--- src/rtl/vga_frame_ctrl_if.sv ---
// Board RAM read port between vga_frame_ctrl (master) and the playfield RAM (slave).
// Read data is expected exactly one clock after cell_addr/cell_rd.
interface vga_frame_ctrl_if;
    logic [7:0] cell_addr;
    logic       cell_rd;
    logic [2:0] cell_color;

    modport master (output cell_addr, output cell_rd, input  cell_color);
    modport slave  (input  cell_addr, input  cell_rd, output cell_color);
endinterface

--- src/rtl/vga_frame_ctrl.sv ---
// VGA timing generator and playfield pixel fetcher for the Tetris display.
// Optional macro VGA_GRID_LINES_EN draws a blue grid on the first row/column of every cell.
module vga_frame_ctrl #(
    parameter int CLK_DIV  = 2,
    parameter int H_ACTIVE = 640,
    parameter int H_FP     = 16,
    parameter int H_SYNC   = 96,
    parameter int H_BP     = 48,
    parameter int V_ACTIVE = 480,
    parameter int V_FP     = 10,
    parameter int V_SYNC   = 2,
    parameter int V_BP     = 33,
    parameter int PF_X0    = 240,
    parameter int PF_Y0    = 80,
    parameter int CELL_SH  = 4,
    parameter int PF_COLS  = 10,
    parameter int PF_ROWS  = 20
) (
    input  logic             clk,
    input  logic             reset,
    vga_frame_ctrl_if.master ram,
    output logic             R,
    output logic             G,
    output logic             B,
    output logic             hs,
    output logic             vs,
    output logic             frame_start,
    output logic             vblank
);

    localparam int DIV_W = (CLK_DIV > 1) ? $clog2(CLK_DIV) : 1;

    localparam logic [9:0] H_LAST    = 10'(H_ACTIVE + H_FP + H_SYNC + H_BP - 1);
    localparam logic [9:0] V_LAST    = 10'(V_ACTIVE + V_FP + V_SYNC + V_BP - 1);
    localparam logic [9:0] H_ACT_C   = 10'(H_ACTIVE);
    localparam logic [9:0] V_ACT_C   = 10'(V_ACTIVE);
    localparam logic [9:0] HS_START  = 10'(H_ACTIVE + H_FP);
    localparam logic [9:0] HS_END    = 10'(H_ACTIVE + H_FP + H_SYNC);
    localparam logic [9:0] VS_START  = 10'(V_ACTIVE + V_FP);
    localparam logic [9:0] VS_END    = 10'(V_ACTIVE + V_FP + V_SYNC);
    localparam logic [9:0] PF_X0_C   = 10'(PF_X0);
    localparam logic [9:0] PF_Y0_C   = 10'(PF_Y0);
    localparam logic [9:0] PF_X1_C   = 10'(PF_X0 + (PF_COLS << CELL_SH));
    localparam logic [9:0] PF_Y1_C   = 10'(PF_Y0 + (PF_ROWS << CELL_SH));
    localparam logic [7:0] PF_COLS_C = 8'(PF_COLS);

    // Stage 0: pixel divider and raster counters
    logic [DIV_W-1:0] div;
    logic [9:0]       h;
    logic [9:0]       v;
    logic             tick;

    assign tick = (div == DIV_W'(CLK_DIV - 1));

    // NOTE: sequential state uses non-blocking assignments so every register samples pre-edge values.
    always_ff @(posedge clk) begin
        if (reset) begin
            div <= '0;
            h   <= '0;
            v   <= '0;
        end else if (tick) begin
            div <= '0;
            if (h == H_LAST) begin
                h <= '0;
                v <= (v == V_LAST) ? '0 : v + 10'd1;
            end else begin
                h <= h + 10'd1;
            end
        end else begin
            div <= div + DIV_W'(1);
        end
    end

    // Raster decode feeding stage 1
    logic [9:0] pf_dx;
    logic [9:0] pf_dy;
    logic [7:0] row_c;
    logic [7:0] col_c;
    logic [7:0] addr_c;
    logic       in_pf_c;
    logic       active_c;

    assign pf_dx    = h - PF_X0_C;
    assign pf_dy    = v - PF_Y0_C;
    assign row_c    = 8'(pf_dy >> CELL_SH);
    assign col_c    = 8'(pf_dx >> CELL_SH);
    assign addr_c   = row_c * PF_COLS_C + col_c;
    assign in_pf_c  = (h >= PF_X0_C) && (h < PF_X1_C) && (v >= PF_Y0_C) && (v < PF_Y1_C);
    assign active_c = (h < H_ACT_C) && (v < V_ACT_C);

    logic s1_active, s1_in_pf, s1_hsync, s1_vsync;
    logic s2_active, s2_in_pf, s2_hsync, s2_vsync;

`ifdef VGA_GRID_LINES_EN
    logic grid_c;
    logic s1_grid, s2_grid;

    assign grid_c = in_pf_c && ((pf_dx[CELL_SH-1:0] == '0) || (pf_dy[CELL_SH-1:0] == '0));

    always_ff @(posedge clk) begin
        if (reset) begin
            s1_grid <= 1'b0;
            s2_grid <= 1'b0;
        end else begin
            s1_grid <= grid_c;
            s2_grid <= s1_grid;
        end
    end
`endif

    // Stage 1: RAM request plus flags; frame_start/vblank leave here for the game logic
    always_ff @(posedge clk) begin
        if (reset) begin
            ram.cell_addr <= '0;
            ram.cell_rd   <= 1'b0;
            s1_active     <= 1'b0;
            s1_in_pf      <= 1'b0;
            s1_hsync      <= 1'b0;
            s1_vsync      <= 1'b0;
            frame_start   <= 1'b0;
            vblank        <= 1'b0;
        end else begin
            ram.cell_rd <= in_pf_c;
            if (in_pf_c) begin
                ram.cell_addr <= addr_c;
            end
            s1_active   <= active_c;
            s1_in_pf    <= in_pf_c;
            s1_hsync    <= (h >= HS_START) && (h < HS_END);
            s1_vsync    <= (v >= VS_START) && (v < VS_END);
            frame_start <= tick && (h == '0) && (v == '0);
            vblank      <= (v >= V_ACT_C);
        end
    end

    // Stage 2: flags wait alongside the RAM read
    always_ff @(posedge clk) begin
        if (reset) begin
            s2_active <= 1'b0;
            s2_in_pf  <= 1'b0;
            s2_hsync  <= 1'b0;
            s2_vsync  <= 1'b0;
        end else begin
            s2_active <= s1_active;
            s2_in_pf  <= s1_in_pf;
            s2_hsync  <= s1_hsync;
            s2_vsync  <= s1_vsync;
        end
    end

    logic [2:0] pix_c;

    // NOTE: assign every combinational output a default first so no path infers a latch.
    always_comb begin
        pix_c = 3'b000;
        if (s2_active && s2_in_pf) begin
            pix_c = ram.cell_color;
`ifdef VGA_GRID_LINES_EN
            if (s2_grid) begin
                pix_c = 3'b001;
            end
`endif
        end
    end

    // Stage 3: pin registers; sync and colour share the same three-clock latency
    always_ff @(posedge clk) begin
        if (reset) begin
            R  <= 1'b0;
            G  <= 1'b0;
            B  <= 1'b0;
            hs <= 1'b1;
            vs <= 1'b1;
        end else begin
            {R, G, B} <= pix_c;
            hs        <= ~s2_hsync;
            vs        <= ~s2_vsync;
        end
    end

endmodule

--- src/flat_wrapper.sv ---
// flat-port wrapper written by rule: the top's interface ports become plain ports
module vga_frame_ctrl_flat 
#(
    parameter int CLK_DIV  = 2,
    parameter int H_ACTIVE = 640,
    parameter int H_FP     = 16,
    parameter int H_SYNC   = 96,
    parameter int H_BP     = 48,
    parameter int V_ACTIVE = 480,
    parameter int V_FP     = 10,
    parameter int V_SYNC   = 2,
    parameter int V_BP     = 33,
    parameter int PF_X0    = 240,
    parameter int PF_Y0    = 80,
    parameter int CELL_SH  = 4,
    parameter int PF_COLS  = 10,
    parameter int PF_ROWS  = 20
)
  (clk, reset, R, G, B, hs, vs, frame_start, vblank, ram_cell_addr, ram_cell_rd, ram_cell_color);
  vga_frame_ctrl_if ram_i ();
  input  logic clk;
  input  logic reset;
  output logic R;
  output logic G;
  output logic B;
  output logic hs;
  output logic vs;
  output logic frame_start;
  output logic vblank;
  output wire logic [$bits(ram_i.cell_addr)-1:0] ram_cell_addr;
  output wire logic [$bits(ram_i.cell_rd)-1:0] ram_cell_rd;
  input wire logic [$bits(ram_i.cell_color)-1:0] ram_cell_color;
  assign ram_cell_addr = ram_i.cell_addr;
  assign ram_cell_rd = ram_i.cell_rd;
  assign ram_i.cell_color = ram_cell_color;
  vga_frame_ctrl #(.CLK_DIV(CLK_DIV), .H_ACTIVE(H_ACTIVE), .H_FP(H_FP), .H_SYNC(H_SYNC), .H_BP(H_BP), .V_ACTIVE(V_ACTIVE), .V_FP(V_FP), .V_SYNC(V_SYNC), .V_BP(V_BP), .PF_X0(PF_X0), .PF_Y0(PF_Y0), .CELL_SH(CELL_SH), .PF_COLS(PF_COLS), .PF_ROWS(PF_ROWS)) u_core (.clk(clk), .reset(reset), .ram(ram_i), .R(R), .G(G), .B(B), .hs(hs), .vs(vs), .frame_start(frame_start), .vblank(vblank));
endmodule
--- config.mk ---
export PLATFORM = sky130hd
export DESIGN_NAME = vga_frame_ctrl_flat
export DESIGN_NICKNAME = d
export VERILOG_FILES = /design/src/rtl/vga_frame_ctrl_if.sv /design/src/rtl/vga_frame_ctrl.sv /design/src/flat_wrapper.sv
export SDC_FILE = /design/constraint.sdc
export NUM_CORES = 1
export LEC_CHECK = 0
export ABC_AREA = 1
export CAP_MARGIN = 20
export CORE_MARGIN = 5
export CORE_UTILIZATION = 50
export CTS_BUF_LIST = sky130_fd_sc_hd__clkbuf_4 sky130_fd_sc_hd__clkbuf_8
export DETAILED_ROUTE_END_ITERATION = 8
export PLACE_DENSITY = 0.69
export SLEW_MARGIN = 20
export SYNTH_ARGS = -nofsm -noshare
export SYNTH_HDL_FRONTEND = slang
export SYNTH_SLANG_ARGS = --single-unit
--- constraint.sdc ---
create_clock -name clk -period 7.7 [get_ports clk]
set_clock_uncertainty 0.2 [all_clocks]
set_input_delay 1.155 -clock clk [delete_from_list [all_inputs] [get_ports clk]]
set_output_delay 1.155 -clock clk [all_outputs]
set_load 0.01 [all_outputs]
==> metrics.txt <==
Row Count=26; Iter 0 DRT Violations=about 110; vias in the first global route=2157; CP Data Arrival Time=about 3.6 ns; ANT cells=0; outcome=completed; H-tree lvl count=2; critical register-to-register path endpoint=u_core.ram.cell_addr[6]; initial core utilization=between 50 and 60%; Yosys reg bits=44; post-synth cell types=between 40 and 50; worst setup path startpoint=u_core.v[4]; Area growth syn-to-layout=14.14%; DR vias=approximately 2200; worst r2r src=u_core.v[4]; vias per inst=approximately 5.1; Setup CP Type=reg2reg; Startpoint Class=flip-flop; Syn Inst Count=approximately 350; ys flop type=dfxtp_1; Yosys top cell area share=33.30%; cell taking the most area after synthesis=dfxtp_1; top post-synthesis cells by area=dfxtp_1 33%, ha_1 12%, nand2_1 7.8%; Worst Setup End Kind=flip-flop; worst-margin pin slew=0.6393 ns; Post-CTS Setup Repair Bufs=0; asr flop ratio synth=0%; Layout Nets=roughly 400; Post-synth top cells=55 x nand2_1, 50 x inv_1, 47 x nor2_1; Post-Place Worst Slack=4.097 ns; Post-synth EDFFs=0; floorplan die height=around 83 um; PortBufs=20; Max-Cap Viols=0; Total GRT Usage=between 10% and 20%; number of I/O pins=21; RSZ-0062 raised after global routing=false; Synth Net Count=~380; wire length of the first global-routing pass=about 9.6 mm; CTS root buf=clkbuf_8; die area=between 6000 and 7000 sq um; Final Setup Violations=0; placed cells=about 430; Initial DRT Pass Iterations=4; register area share after synthesis=33.30%; Post-Layout Cell Count=440; final wirelength=5.436 mm; minimum clock period=around 3.6 ns; fill count=approximately 500; fmax=277.3 MHz; post-CTS sizing=0; core area=about 5100 sq um; CTS tree=yes; HPWL after detailed placement=between 4 and 5 mm; Synth Warn #=0; Required @ worst endpoint=7.73 ns; Static Leak=approximately 0.0013 uW; fin. max-slew vios=0; dpl cell area=2908 sq um; Clk pin slew, worst setup/hold paths=0.08 ns; Clock Sinks=44; post-route cell area=a little over 3000 sq um; largest net degree at the start of global routing=18; share of layout cells above drive strength 1=8.919%; Worst VDD drop=0.07545 mV; final hold vios=0; routability cong.=0.8565; DR WL/cell=between 10 and 15 um; largest registers=u_core.h: 10 flops, u_core.v: 10 flops, u_core.ram.cell_addr: 8 flops; Cell Pwr Density=between 100 and 150 nW/um^2; Crit Path Max Fanout=11; cts hold-fix bufs=0; period utilization=between 40% and 50%; DRT antenna net count=0; setup ws final=4.094 ns; drt drc=0; Num CTS Buffers=5; Die Wd=roughly 83 um; slew margin rel.=a little under three fifths; worst min path class=reg2reg; top-count cell post-synth=nand2_1; Worst R2R Path Depth=16; crit path capture=u_core.ram.cell_addr[6]; R2R setup slack=just over 4 ns; grt ovf=0; mapped cell area=approximately 2600 sq um; antenna violations before repair=0; Clock Tree Buf Depth=2; worst skew pair latency=approximately 0.29 ns; Mapped Avg Cell Area=between 7 and 8 sq um; setup TNS=0 ns
## logic make-up (layout without fill, tap and decap cells)
group | after synthesis | in the layout | share of synthesized area, %
xor gates and xnor gates | 14 | 14 | 4.635
adders and majority gates | 27 | 27 | 13.34
DFF | 44 | 44 | 33.30
AOI/OAI and AO/OA | 38 | 38 | 8.751
and+or+nand+nor | 165 | 165 | 31.36
buffers and inverters | 59 | 82 | 8.609
## per-stage QoR
step           total power, uW  hold WS, ns  util [%]
2_1_floorplan            244.9       0.1517         -
3_3_place_gp             250.2       0.1543     56.93
3_5_place_dp             250.7       0.1613     56.93
4_1_cts                  426.2       0.1800     59.11
5_1_grt                  437.5       0.1946     59.11
6_report                 420.5       0.1758     59.11
## cell usage in the layout (no fill, tap or decap), types with 2 or more instances in the layout
cell,instances
nand2_1,55
inv_1,50
nor2_1,47
dfxtp_1,44
ha_1,25
nand3_1,24
clkdlybuf4s50_1,20
a21oi_1,15
nor3_1,11
xor2_1,10
o21ai_0,9
clkbuf_8,5
xnor2_1,4
nand4_1,4
nor3_2,4
nor2_2,3
nor2_4,3
o21ai_1,3
inv_2,2
clkinv_1,2
nand2_2,2
nor4_1,2
o21ai_2,2
nand4_2,2
nand3b_1,2
a211oi_1,2
fa_1,2
## final cells by class
| type | count | area [sq um] | area share (%) |
|---|---|---|---|
| sequential | 44 | 880.8 | 29.18 |
| inverter | 54 | 202.7 | 6.714 |
| multi-input combinational | 244 | 1536 | 50.89 |
| tap | 70 | 87.58 | 2.901 |
| timing repair buffer | 20 | 200.2 | 6.631 |
| clock buffer | 6 | 76.32 | 2.528 |
| clock inverter | 2 | 35.03 | 1.160 |
## critical path: stages, from the launching register on
cell,delay (ns)
dfxtp_1,0.37
clkinv_1,0.35
ha_1,0.38
inv_1,0.09
nand2_1,0.09
nand3_1,0.18
nand2_1,0.08
ha_1,0.33
fa_1,0.49
ha_1,0.36
nand2_1,0.06
inv_1,0.07
nand4_1,0.08
nand3_1,0.10
xor2_1,0.15
nor2_1,0.06
nor2_1,0.09
## report_power, final
part | switching (uW) | internal [uW]
clock network | 75.5 | 99.8
logic | 8.30 | 5.26
registers | 2.08 | 230
## worst min path at each step
stage	startpoint	endpoint	slack [ns]	cells past startpoint
floorplan	u_core.s2_hsync	u_core.hs	0.15	1
global placement	u_core.s2_hsync	u_core.hs	0.15	1
detailed placement	u_core.s2_hsync	u_core.hs	0.16	1
CTS	u_core.s2_hsync	u_core.hs	0.18	1
global route	u_core.s2_hsync	u_core.hs	0.19	1
finish	u_core.s2_hsync	u_core.hs	0.18	1
## metal layers
metal	track usage [%]	part of all wire (%)	up-vias	wire (um)
met4	4.085	0.85	0	46
met5	0	0	-	0
met2	30.61	46	37	2482
li1	-	-	1166	-
met3	3.688	3.7	5	199
met1	23.79	50	1016	2708
(Power assumes the default switching activity.)
